===== src/rtl/axi_lite_rr_arbiter_if.sv =====
// AXI4-Lite bus bundle shared by the arbiter's two slave ports and its master port.
//
// Parameters: ADDR_W (address width), DATA_W (data width; strobe is DATA_W/8).
// Modports:
//   master - drives aw/w/ar channels and bready/rready (arbiter -> bridge side)
//   slave  - drives awready/wready/arready and the b/r response channels
interface axi_lite_rr_arbiter_if #(
    parameter int unsigned ADDR_W = 32,
    parameter int unsigned DATA_W = 32
);
    logic [ADDR_W-1:0]   awaddr;
    logic                awvalid;
    logic                awready;
    logic [DATA_W-1:0]   wdata;
    logic [DATA_W/8-1:0] wstrb;
    logic                wvalid;
    logic                wready;
    logic [1:0]          bresp;
    logic                bvalid;
    logic                bready;
    logic [ADDR_W-1:0]   araddr;
    logic                arvalid;
    logic                arready;
    logic [DATA_W-1:0]   rdata;
    logic [1:0]          rresp;
    logic                rvalid;
    logic                rready;

    modport master (
        output awaddr, awvalid, wdata, wstrb, wvalid, bready, araddr, arvalid, rready,
        input  awready, wready, bresp, bvalid, arready, rdata, rresp, rvalid
    );

    modport slave (
        input  awaddr, awvalid, wdata, wstrb, wvalid, bready, araddr, arvalid, rready,
        output awready, wready, bresp, bvalid, arready, rdata, rresp, rvalid
    );
endinterface


===== src/rtl/axi_lite_rr_arbiter.sv =====
// Two-port AXI4-Lite arbiter in front of a single AXI4-Lite slave (the APB bridge).
// One transaction is in flight at a time: it is captured from the granted port,
// replayed on the master port, and the response is returned to the originator.
// Ports are served round-robin; each port alternates read/write when both pend.
//
// Ports:
//   s_axi_clk    - single clock, rising edge
//   s_axi_reset  - synchronous, active-high reset
//   s0_axi       - slave port 0 (from interconnect master 0)
//   s1_axi       - slave port 1 (from interconnect master 1)
//   m_axi        - master port to the bridge; all outputs come from registered state
//   arb_busy     - high whenever the FSM is not idle
//   arb_owner    - port owning the current/last transaction
//
// Optional feature: define ARB_TIMEOUT_EN to abort a downstream wait after
// TIMEOUT_CYCLES cycles and return SLVERR to the owning port.
module axi_lite_rr_arbiter #(
    parameter int unsigned ADDR_W         = 32,
    parameter int unsigned DATA_W         = 32,
    parameter int unsigned TIMEOUT_CYCLES = 256
) (
    input  logic                         s_axi_clk,
    input  logic                         s_axi_reset,
    axi_lite_rr_arbiter_if.slave         s0_axi,
    axi_lite_rr_arbiter_if.slave         s1_axi,
    axi_lite_rr_arbiter_if.master        m_axi,
    output logic                         arb_busy,
    output logic                         arb_owner
);
    localparam int unsigned STRB_W = DATA_W / 8;

    localparam logic KindRead  = 1'b0;
    localparam logic KindWrite = 1'b1;

    localparam logic [1:0] RespSlvErr = 2'b10;

    if (TIMEOUT_CYCLES < 1) begin : g_bad_timeout
        $error("TIMEOUT_CYCLES must be at least 1");
    end

    typedef enum logic [2:0] {StIdle, StMAr, StMAw, StMR, StMB, StSR, StSB} state_e;

    state_e state_q, state_d;

    logic              last_port_q;
    logic [1:0]        last_kind_q;
    logic              owner_q;
    logic [ADDR_W-1:0] addr_q;
    logic [DATA_W-1:0] wdata_q;
    logic [STRB_W-1:0] wstrb_q;
    logic [DATA_W-1:0] rdata_q;
    logic [1:0]        resp_q;
    logic              aw_done_q;
    logic              w_done_q;

    // Request decode: a write needs both address and data valid.
    logic [1:0] req_rd, req_wr, req;
    assign req_rd = {s1_axi.arvalid, s0_axi.arvalid};
    assign req_wr = {s1_axi.awvalid & s1_axi.wvalid, s0_axi.awvalid & s0_axi.wvalid};
    assign req    = req_rd | req_wr;

    logic win;
    logic win_rd;
    always_comb begin
        win = req[1];
        if (req[0] && req[1]) begin
            win = ~last_port_q;
        end
        // With both kinds pending, serve the kind not served last time.
        win_rd = req_rd[win];
        if (req_rd[win] && req_wr[win]) begin
            win_rd = (last_kind_q[win] == KindWrite);
        end
    end

    logic grant_rd, grant_wr;
    assign grant_rd = (state_q == StIdle) && !s_axi_reset && req[win] && win_rd;
    assign grant_wr = (state_q == StIdle) && !s_axi_reset && req[win] && !win_rd;

    logic own_rready, own_bready;
    assign own_rready = owner_q ? s1_axi.rready : s0_axi.rready;
    assign own_bready = owner_q ? s1_axi.bready : s0_axi.bready;

    logic done_r, done_b;
    assign done_r = (state_q == StSR) && own_rready;
    assign done_b = (state_q == StSB) && own_bready;

    logic timeout;

`ifdef ARB_TIMEOUT_EN
    localparam int unsigned CntW = $clog2(TIMEOUT_CYCLES + 1);

    logic [CntW-1:0] cnt_q;
    logic            waiting;

    assign waiting = state_q inside {StMAr, StMAw, StMR, StMB};
    assign timeout = waiting && (cnt_q == CntW'(TIMEOUT_CYCLES));

    always_ff @(posedge s_axi_clk) begin
        if (s_axi_reset) begin
            cnt_q <= '0;
        end else if (state_d != state_q) begin
            cnt_q <= '0;
        end else if (waiting && !timeout) begin
            cnt_q <= cnt_q + 1'b1;
        end
    end
`else
    assign timeout = 1'b0;
`endif

    // Master-side valids/readies depend only on registered state.
    logic aw_pending, w_pending;
    assign aw_pending = (state_q == StMAw) && !aw_done_q && !timeout;
    assign w_pending  = (state_q == StMAw) && !w_done_q && !timeout;

    // State register
    always_ff @(posedge s_axi_clk) begin
        if (s_axi_reset) begin
            state_q <= StIdle;
        end else begin
            state_q <= state_d;
        end
    end

    // Next-state logic
    always_comb begin
        state_d = state_q;
        case (state_q)
            StIdle: begin
                if (grant_rd) begin
                    state_d = StMAr;
                end else if (grant_wr) begin
                    state_d = StMAw;
                end
            end
            StMAr: begin
                if (timeout) begin
                    state_d = StSR;
                end else if (m_axi.arready) begin
                    state_d = StMR;
                end
            end
            StMAw: begin
                if (timeout) begin
                    state_d = StSB;
                end else if ((aw_done_q || m_axi.awready) && (w_done_q || m_axi.wready)) begin
                    state_d = StMB;
                end
            end
            StMR: begin
                if (timeout || m_axi.rvalid) begin
                    state_d = StSR;
                end
            end
            StMB: begin
                if (timeout || m_axi.bvalid) begin
                    state_d = StSB;
                end
            end
            StSR: begin
                if (own_rready) begin
                    state_d = StIdle;
                end
            end
            StSB: begin
                if (own_bready) begin
                    state_d = StIdle;
                end
            end
            default: state_d = StIdle;
        endcase
    end

    // Outputs
    always_comb begin
        m_axi.arvalid = (state_q == StMAr) && !timeout;
        m_axi.araddr  = addr_q;
        m_axi.awvalid = aw_pending;
        m_axi.awaddr  = addr_q;
        m_axi.wvalid  = w_pending;
        m_axi.wdata   = wdata_q;
        m_axi.wstrb   = wstrb_q;
        m_axi.rready  = (state_q == StMR) && !timeout;
        m_axi.bready  = (state_q == StMB) && !timeout;

        s0_axi.arready = grant_rd && !win;
        s0_axi.awready = grant_wr && !win;
        s0_axi.wready  = grant_wr && !win;
        s0_axi.rvalid  = (state_q == StSR) && !owner_q;
        s0_axi.rdata   = rdata_q;
        s0_axi.rresp   = resp_q;
        s0_axi.bvalid  = (state_q == StSB) && !owner_q;
        s0_axi.bresp   = resp_q;

        s1_axi.arready = grant_rd && win;
        s1_axi.awready = grant_wr && win;
        s1_axi.wready  = grant_wr && win;
        s1_axi.rvalid  = (state_q == StSR) && owner_q;
        s1_axi.rdata   = rdata_q;
        s1_axi.rresp   = resp_q;
        s1_axi.bvalid  = (state_q == StSB) && owner_q;
        s1_axi.bresp   = resp_q;

        arb_busy  = (state_q != StIdle);
        arb_owner = owner_q;
    end

    // Transaction capture and scheduling history
    always_ff @(posedge s_axi_clk) begin
        if (s_axi_reset) begin
            last_port_q <= 1'b1;
            last_kind_q <= {KindWrite, KindWrite};
            owner_q     <= 1'b0;
            addr_q      <= '0;
            wdata_q     <= '0;
            wstrb_q     <= '0;
            rdata_q     <= '0;
            resp_q      <= '0;
            aw_done_q   <= 1'b0;
            w_done_q    <= 1'b0;
        end else begin
            if (grant_rd || grant_wr) begin
                owner_q   <= win;
                aw_done_q <= 1'b0;
                w_done_q  <= 1'b0;
                if (grant_rd) begin
                    addr_q <= win ? s1_axi.araddr : s0_axi.araddr;
                end else begin
                    addr_q  <= win ? s1_axi.awaddr : s0_axi.awaddr;
                    wdata_q <= win ? s1_axi.wdata : s0_axi.wdata;
                    wstrb_q <= win ? s1_axi.wstrb : s0_axi.wstrb;
                end
            end
            if (aw_pending && m_axi.awready) begin
                aw_done_q <= 1'b1;
            end
            if (w_pending && m_axi.wready) begin
                w_done_q <= 1'b1;
            end
            if ((state_q == StMAr || state_q == StMR) && timeout) begin
                rdata_q <= '0;
                resp_q  <= RespSlvErr;
            end else if (state_q == StMR && m_axi.rvalid) begin
                rdata_q <= m_axi.rdata;
                resp_q  <= m_axi.rresp;
            end
            if ((state_q == StMAw || state_q == StMB) && timeout) begin
                resp_q <= RespSlvErr;
            end else if (state_q == StMB && m_axi.bvalid) begin
                resp_q <= m_axi.bresp;
            end
            if (done_r) begin
                last_port_q          <= owner_q;
                last_kind_q[owner_q] <= KindRead;
            end
            if (done_b) begin
                last_port_q          <= owner_q;
                last_kind_q[owner_q] <= KindWrite;
            end
        end
    end
endmodule


===== src/flat_wrapper.sv =====
// flat-port wrapper written by rule: the top's interface ports become plain ports
module axi_lite_rr_arbiter_flat 
#(
    parameter int unsigned ADDR_W         = 32,
    parameter int unsigned DATA_W         = 32,
    parameter int unsigned TIMEOUT_CYCLES = 256
)
  (s_axi_clk, s_axi_reset, arb_busy, arb_owner, s0_axi_awaddr, s0_axi_awvalid, s0_axi_wdata, s0_axi_wstrb, s0_axi_wvalid, s0_axi_bready, s0_axi_araddr, s0_axi_arvalid, s0_axi_rready, s0_axi_awready, s0_axi_wready, s0_axi_bresp, s0_axi_bvalid, s0_axi_arready, s0_axi_rdata, s0_axi_rresp, s0_axi_rvalid, s1_axi_awaddr, s1_axi_awvalid, s1_axi_wdata, s1_axi_wstrb, s1_axi_wvalid, s1_axi_bready, s1_axi_araddr, s1_axi_arvalid, s1_axi_rready, s1_axi_awready, s1_axi_wready, s1_axi_bresp, s1_axi_bvalid, s1_axi_arready, s1_axi_rdata, s1_axi_rresp, s1_axi_rvalid, m_axi_awaddr, m_axi_awvalid, m_axi_wdata, m_axi_wstrb, m_axi_wvalid, m_axi_bready, m_axi_araddr, m_axi_arvalid, m_axi_rready, m_axi_awready, m_axi_wready, m_axi_bresp, m_axi_bvalid, m_axi_arready, m_axi_rdata, m_axi_rresp, m_axi_rvalid);
  axi_lite_rr_arbiter_if #(.ADDR_W(ADDR_W), .DATA_W(DATA_W)) s0_axi_i ();
  axi_lite_rr_arbiter_if #(.ADDR_W(ADDR_W), .DATA_W(DATA_W)) s1_axi_i ();
  axi_lite_rr_arbiter_if #(.ADDR_W(ADDR_W), .DATA_W(DATA_W)) m_axi_i ();
  input  logic s_axi_clk;
  input  logic s_axi_reset;
  output logic arb_busy;
  output logic arb_owner;
  input wire logic [$bits(s0_axi_i.awaddr)-1:0] s0_axi_awaddr;
  input wire logic [$bits(s0_axi_i.awvalid)-1:0] s0_axi_awvalid;
  input wire logic [$bits(s0_axi_i.wdata)-1:0] s0_axi_wdata;
  input wire logic [$bits(s0_axi_i.wstrb)-1:0] s0_axi_wstrb;
  input wire logic [$bits(s0_axi_i.wvalid)-1:0] s0_axi_wvalid;
  input wire logic [$bits(s0_axi_i.bready)-1:0] s0_axi_bready;
  input wire logic [$bits(s0_axi_i.araddr)-1:0] s0_axi_araddr;
  input wire logic [$bits(s0_axi_i.arvalid)-1:0] s0_axi_arvalid;
  input wire logic [$bits(s0_axi_i.rready)-1:0] s0_axi_rready;
  output wire logic [$bits(s0_axi_i.awready)-1:0] s0_axi_awready;
  output wire logic [$bits(s0_axi_i.wready)-1:0] s0_axi_wready;
  output wire logic [$bits(s0_axi_i.bresp)-1:0] s0_axi_bresp;
  output wire logic [$bits(s0_axi_i.bvalid)-1:0] s0_axi_bvalid;
  output wire logic [$bits(s0_axi_i.arready)-1:0] s0_axi_arready;
  output wire logic [$bits(s0_axi_i.rdata)-1:0] s0_axi_rdata;
  output wire logic [$bits(s0_axi_i.rresp)-1:0] s0_axi_rresp;
  output wire logic [$bits(s0_axi_i.rvalid)-1:0] s0_axi_rvalid;
  input wire logic [$bits(s1_axi_i.awaddr)-1:0] s1_axi_awaddr;
  input wire logic [$bits(s1_axi_i.awvalid)-1:0] s1_axi_awvalid;
  input wire logic [$bits(s1_axi_i.wdata)-1:0] s1_axi_wdata;
  input wire logic [$bits(s1_axi_i.wstrb)-1:0] s1_axi_wstrb;
  input wire logic [$bits(s1_axi_i.wvalid)-1:0] s1_axi_wvalid;
  input wire logic [$bits(s1_axi_i.bready)-1:0] s1_axi_bready;
  input wire logic [$bits(s1_axi_i.araddr)-1:0] s1_axi_araddr;
  input wire logic [$bits(s1_axi_i.arvalid)-1:0] s1_axi_arvalid;
  input wire logic [$bits(s1_axi_i.rready)-1:0] s1_axi_rready;
  output wire logic [$bits(s1_axi_i.awready)-1:0] s1_axi_awready;
  output wire logic [$bits(s1_axi_i.wready)-1:0] s1_axi_wready;
  output wire logic [$bits(s1_axi_i.bresp)-1:0] s1_axi_bresp;
  output wire logic [$bits(s1_axi_i.bvalid)-1:0] s1_axi_bvalid;
  output wire logic [$bits(s1_axi_i.arready)-1:0] s1_axi_arready;
  output wire logic [$bits(s1_axi_i.rdata)-1:0] s1_axi_rdata;
  output wire logic [$bits(s1_axi_i.rresp)-1:0] s1_axi_rresp;
  output wire logic [$bits(s1_axi_i.rvalid)-1:0] s1_axi_rvalid;
  output wire logic [$bits(m_axi_i.awaddr)-1:0] m_axi_awaddr;
  output wire logic [$bits(m_axi_i.awvalid)-1:0] m_axi_awvalid;
  output wire logic [$bits(m_axi_i.wdata)-1:0] m_axi_wdata;
  output wire logic [$bits(m_axi_i.wstrb)-1:0] m_axi_wstrb;
  output wire logic [$bits(m_axi_i.wvalid)-1:0] m_axi_wvalid;
  output wire logic [$bits(m_axi_i.bready)-1:0] m_axi_bready;
  output wire logic [$bits(m_axi_i.araddr)-1:0] m_axi_araddr;
  output wire logic [$bits(m_axi_i.arvalid)-1:0] m_axi_arvalid;
  output wire logic [$bits(m_axi_i.rready)-1:0] m_axi_rready;
  input wire logic [$bits(m_axi_i.awready)-1:0] m_axi_awready;
  input wire logic [$bits(m_axi_i.wready)-1:0] m_axi_wready;
  input wire logic [$bits(m_axi_i.bresp)-1:0] m_axi_bresp;
  input wire logic [$bits(m_axi_i.bvalid)-1:0] m_axi_bvalid;
  input wire logic [$bits(m_axi_i.arready)-1:0] m_axi_arready;
  input wire logic [$bits(m_axi_i.rdata)-1:0] m_axi_rdata;
  input wire logic [$bits(m_axi_i.rresp)-1:0] m_axi_rresp;
  input wire logic [$bits(m_axi_i.rvalid)-1:0] m_axi_rvalid;
  assign s0_axi_i.awaddr = s0_axi_awaddr;
  assign s0_axi_i.awvalid = s0_axi_awvalid;
  assign s0_axi_i.wdata = s0_axi_wdata;
  assign s0_axi_i.wstrb = s0_axi_wstrb;
  assign s0_axi_i.wvalid = s0_axi_wvalid;
  assign s0_axi_i.bready = s0_axi_bready;
  assign s0_axi_i.araddr = s0_axi_araddr;
  assign s0_axi_i.arvalid = s0_axi_arvalid;
  assign s0_axi_i.rready = s0_axi_rready;
  assign s0_axi_awready = s0_axi_i.awready;
  assign s0_axi_wready = s0_axi_i.wready;
  assign s0_axi_bresp = s0_axi_i.bresp;
  assign s0_axi_bvalid = s0_axi_i.bvalid;
  assign s0_axi_arready = s0_axi_i.arready;
  assign s0_axi_rdata = s0_axi_i.rdata;
  assign s0_axi_rresp = s0_axi_i.rresp;
  assign s0_axi_rvalid = s0_axi_i.rvalid;
  assign s1_axi_i.awaddr = s1_axi_awaddr;
  assign s1_axi_i.awvalid = s1_axi_awvalid;
  assign s1_axi_i.wdata = s1_axi_wdata;
  assign s1_axi_i.wstrb = s1_axi_wstrb;
  assign s1_axi_i.wvalid = s1_axi_wvalid;
  assign s1_axi_i.bready = s1_axi_bready;
  assign s1_axi_i.araddr = s1_axi_araddr;
  assign s1_axi_i.arvalid = s1_axi_arvalid;
  assign s1_axi_i.rready = s1_axi_rready;
  assign s1_axi_awready = s1_axi_i.awready;
  assign s1_axi_wready = s1_axi_i.wready;
  assign s1_axi_bresp = s1_axi_i.bresp;
  assign s1_axi_bvalid = s1_axi_i.bvalid;
  assign s1_axi_arready = s1_axi_i.arready;
  assign s1_axi_rdata = s1_axi_i.rdata;
  assign s1_axi_rresp = s1_axi_i.rresp;
  assign s1_axi_rvalid = s1_axi_i.rvalid;
  assign m_axi_awaddr = m_axi_i.awaddr;
  assign m_axi_awvalid = m_axi_i.awvalid;
  assign m_axi_wdata = m_axi_i.wdata;
  assign m_axi_wstrb = m_axi_i.wstrb;
  assign m_axi_wvalid = m_axi_i.wvalid;
  assign m_axi_bready = m_axi_i.bready;
  assign m_axi_araddr = m_axi_i.araddr;
  assign m_axi_arvalid = m_axi_i.arvalid;
  assign m_axi_rready = m_axi_i.rready;
  assign m_axi_i.awready = m_axi_awready;
  assign m_axi_i.wready = m_axi_wready;
  assign m_axi_i.bresp = m_axi_bresp;
  assign m_axi_i.bvalid = m_axi_bvalid;
  assign m_axi_i.arready = m_axi_arready;
  assign m_axi_i.rdata = m_axi_rdata;
  assign m_axi_i.rresp = m_axi_rresp;
  assign m_axi_i.rvalid = m_axi_rvalid;
  axi_lite_rr_arbiter #(.ADDR_W(ADDR_W), .DATA_W(DATA_W), .TIMEOUT_CYCLES(TIMEOUT_CYCLES)) u_core (.s_axi_clk(s_axi_clk), .s_axi_reset(s_axi_reset), .s0_axi(s0_axi_i), .s1_axi(s1_axi_i), .m_axi(m_axi_i), .arb_busy(arb_busy), .arb_owner(arb_owner));
endmodule

===== config.mk =====
export PLATFORM = sky130hd
export DESIGN_NAME = axi_lite_rr_arbiter_flat
export DESIGN_NICKNAME = d
export VERILOG_FILES = /design/src/rtl/axi_lite_rr_arbiter_if.sv /design/src/rtl/axi_lite_rr_arbiter.sv /design/src/flat_wrapper.sv
export SDC_FILE = /design/constraint.sdc
export NUM_CORES = 1
export LEC_CHECK = 0
export CAP_MARGIN = 25
export CORE_AREA = 10 10 163 165
export DETAILED_ROUTE_END_ITERATION = 6
export DIE_AREA = 0 0 173 175
export PLACE_DENSITY = 0.65
export SLEW_MARGIN = 20
export SYNTH_ARGS = -nofsm -noshare
export SYNTH_HDL_FRONTEND = slang
export SYNTH_SLANG_ARGS = --single-unit

===== constraint.sdc =====
create_clock -name s_axi_clk -period 2.21 [get_ports s_axi_clk]
set_input_delay 0.442 -clock s_axi_clk [delete_from_list [all_inputs] [get_ports s_axi_clk]]
set_output_delay 0.442 -clock s_axi_clk [all_outputs]
set_load 0.05 [all_outputs]

==> metrics.log <==
INFO  metric placementRows = 56
INFO  metric synth-main-ff-cell = dfxtp_1
INFO  metric worst_slew_margin_rel = 49.3%
INFO  metric area.growth.synth_to_final = 88.4%
INFO  metric worstSetupEndpointType = output port
INFO  metric min_period = 2260 ps
INFO  metric critical_path.slowest_cell = or4_4
INFO  metric io_buffer_count = 441
INFO  metric drc_violation_total_after_the_first_tritonroute_iteration = 375
INFO  metric cap_violations = 0
INFO  metric worst_min_path_start = u_core.m_axi.wdata[0]$_SDFFE_PP0P_
INFO  metric worstPathCellList = or4_4 -> nor2_4 -> and3_4 -> buf_12
INFO  metric place.gp.congestion = 0.837
INFO  metric ys_seq_area_share = 38.4%
INFO  metric post-dp-hpwl = 24,700 um
INFO  metric wirelength = 30,200 um
INFO  metric postSynth.asyncResetShare = 0%
INFO  metric worst_r2r_startpoint = u_core.state_q[1]$_SDFFE_PP0P_
INFO  metric failed_checks = negative setup slack
INFO  metric num_clock_sinks = 111
INFO  metric grt_overflow = 0
INFO  metric filler_cell_count = 2,274
INFO  metric cp_data_arrival_time = 1820 ps
INFO  metric regToRegSetupSlack = 220 ps
INFO  metric syn_area = 5790 um2
INFO  metric synth_area_per_cell = 8.21 um2
INFO  metric slew_viol_final = 0
INFO  metric cp.required = 1770 ps
INFO  metric worst-path-buf-inv = 1
INFO  metric viasPerCell = 4.76
INFO  metric clock_tree.htree_level_count = 3
INFO  metric max_slew.worst_pin.slew = 760 ps
INFO  metric min_path_cells = 1
INFO  metric first_global_vias = 7,158
INFO  metric die_width = 173 um
INFO  metric critical_path.reg2reg.endpoint = u_core.m_axi.araddr[26]$_SDFFE_PP0P_
INFO  metric rr_worst_depth = 7
INFO  metric cts_inserted_buffers = 9
INFO  metric place_ws = -314 ps
INFO  metric vdd_ir_drop_max = 0.546 mV
INFO  metric grt_first_pass_wirelength = 44,100 um
INFO  metric number_of_hold_buffers_added_after_cts = 0
INFO  metric critical_path_class = flop to output port
INFO  metric clock_tree_from_tritoncts = built
INFO  metric postPlaceCellArea = 10,500 um2
INFO  metric summed_negative_setup_slack_over_all_endpoints = -113 ps
INFO  metric vias = 6,733
INFO  metric setup_violations = 3
INFO  metric initial_core_utilization = 24.9%
INFO  metric holdCritPathClass = flop to flop
INFO  metric clk_latency = 360 ps
INFO  metric cts_root_buffer = clkbuf_16
INFO  metric ant_nets = 0
INFO  metric synthesized_nets = 959
INFO  metric detail_route.wl_per_cell = 21.3 um
INFO  metric synth_edf_count = 0
INFO  metric gr-usage-all-layers = 18.7%
INFO  metric status = finished with violations
INFO  metric remaining_drc_errors = 0
INFO  metric drt_pre_antenna_iters = 5
INFO  metric worst_path_largest_cell_delay = 610 ps
INFO  metric maximum_number_of_pins_on_one_net_before_global_route_repair = 67
INFO  metric setup_ws = -50.1 ps
INFO  metric finalInstanceArea = 10,900 um2
INFO  metric cts_buffer_depth = 2
INFO  metric multi_input_area = 2810 um2
INFO  metric synth.yosys.warnings = 0
INFO  metric maximum_clock_skew_at_final_layout = 9.63 ps
INFO  metric cts.clk_slew.worst_paths = 80 ps
INFO  metric fp.coreArea = 23,300 um2
INFO  metric clock.fmax = 442 MHz
INFO  metric antenna_found_initial = 7
INFO  metric worst_hold_path.endpoint = u_core.m_axi.wdata[0]$_SDFFE_PP0P_
INFO  metric final_layout_size_suffix_gt1_share = 10.9%
INFO  metric cell_count_after_synthesis = 706
INFO  metric power_density = 966 nW/um2
INFO  metric leakagePower = 4.37 nW
INFO  metric design.portCount = 442
INFO  metric dieHeight = 175 um
INFO  metric grt_setup_unrepaired = true
INFO  metric timing_hold_violations_final = 0
INFO  metric die-area = 30,300 um2
INFO  metric setup.worst_path.start_class = flop
INFO  metric final_min_period_over_clock_period = 102%
INFO  metric critical-path-top-delay-family = simple AND/OR/NAND/NOR gates
INFO  metric nets = 1,339
INFO  metric path_max_fanout = 6
INFO  metric sequential_area = 2220 um2
INFO  metric netlist-cell-type-count = 47
INFO  metric yosys_register_bits = 111
INFO  metric fin_hold_ws = 456 ps
synthesized netlist by cell type, types with 13 or more instances:
cell      instances  share of area (%)
dfxtp_1         111                 38
nand2_1         105                6.8
buf_4            75                9.7
a21oi_1          71                6.1
o21ai_0          42                3.6
a21o_1           37                4.8
a22o_1           36                5.4
clkbuf_1         33                2.1
nand3_1          23                2.0
nor2_1           20                1.3
buf_2            14                1.2
and3_1           13                1.4
cell families after synthesis:
family	Yosys count	share of synthesized area [%]
AOI/OAI and AO/OA	254	29.3
and+or+nand+nor	194	15.6
buffers and inverters	134	14.2
DFF	111	38.4
muxes	13	2.44
cells in the final DEF (no fill, tap or decap), drive strengths merged, types with 2 or more instances in the layout:
master and n:
nor2 21, buf 74, dfxtp 111, mux2 9
a211oi 10, a222oi 12, and2 4, dlygate4sd2 6
mux2i 4, clkdlybuf4s50 415, a21oi 76, and3 13
clkinv 2, nand3 23, diode 4, inv 11
a21o 37, a311oi 2, o22ai 2, a22o 36
and3b 2, o21ai 48, clkbuf 9, nor3 7
a21boi 12, nor3b 12, nand2 105, a22oi 2
bufinv 2, nand2b 3, a31oi 9
per-layer routing:
layer / vias to the layer above / part of all wire, % / global-route usage, %
met4: 6 / 2.5 / 6.04
met3: 39 / 11 / 8.73
met2: 346 / 50 / 33.5
met5: - / 0.14 / 0
li1: 3212 / - / -
met1: 3130 / 37 / 19.0
power breakdown:
group | switching, mW | total, mW | internal, mW
Sequential | 0.323 | 2.68 | 2.36
Combinational | 3.69 | 5.95 | 2.26
Clock | 0.879 | 1.92 | 1.04
registers in the layout, indices dropped and copies added, names as in the netlist, named ones only:
| signal | cells |
|---|---|
| u_core.state_q | 3 |
| u_core.aw_done_q | 1 |
| u_core.arb_owner | 1 |
| u_core.s0_axi.rdata | 32 |
| u_core.m_axi.wstrb | 4 |
| u_core.w_done_q | 1 |
| u_core.m_axi.wdata | 32 |
| u_core.s0_axi.bresp | 2 |
| u_core.last_port_q | 1 |
| u_core.m_axi.araddr | 32 |
area by class of cell:
class | instances | area share, %
Multi-Input combinational cell | 461 | 25.8
Antenna cell | 4 | 0.0917
Inverter | 8 | 0.275
Timing Repair Buffer | 495 | 46.6
Sequential cell | 111 | 20.4
Clock inverter | 7 | 1.13
Clock buffer | 9 | 2.06
Tap cell | 319 | 3.66
worst max path at each step:
stage                                        start              to  depth (start not counted)
floorplan           u_core.state_q[2]$_SDFFE_PP0P_   s1_axi_wready                          7
global placement                    s1_axi_awvalid   s0_axi_wready                          5
detailed placement                  s1_axi_awvalid   s0_axi_wready                          5
CTS                 u_core.state_q[1]$_SDFFE_PP0P_  s1_axi_awready                          5
global route        u_core.state_q[1]$_SDFFE_PP0P_  s1_axi_awready                          4
finish              u_core.state_q[1]$_SDFFE_PP0P_  s1_axi_awready                          4
per-stage QoR:
stage	util, %	total power, mW	cells
floorplan	-	6.37	706
global placement	45.1	8.63	1389
detailed placement	45.1	8.66	1389
CTS	46.9	10.7	1411
global route	46.9	11.0	1413
finish	46.9	10.5	1414
repair_timing:
item | 4_1_cts | 5_1_grt
cloned | 0 | 0
setup buffers | 7 | 0
gates resized for setup | 17 | 0
pin swaps | 3 | 1
endpoints found under the setup margin | 6 | 6
Note: power is estimated with default switching activity, not from simulation.
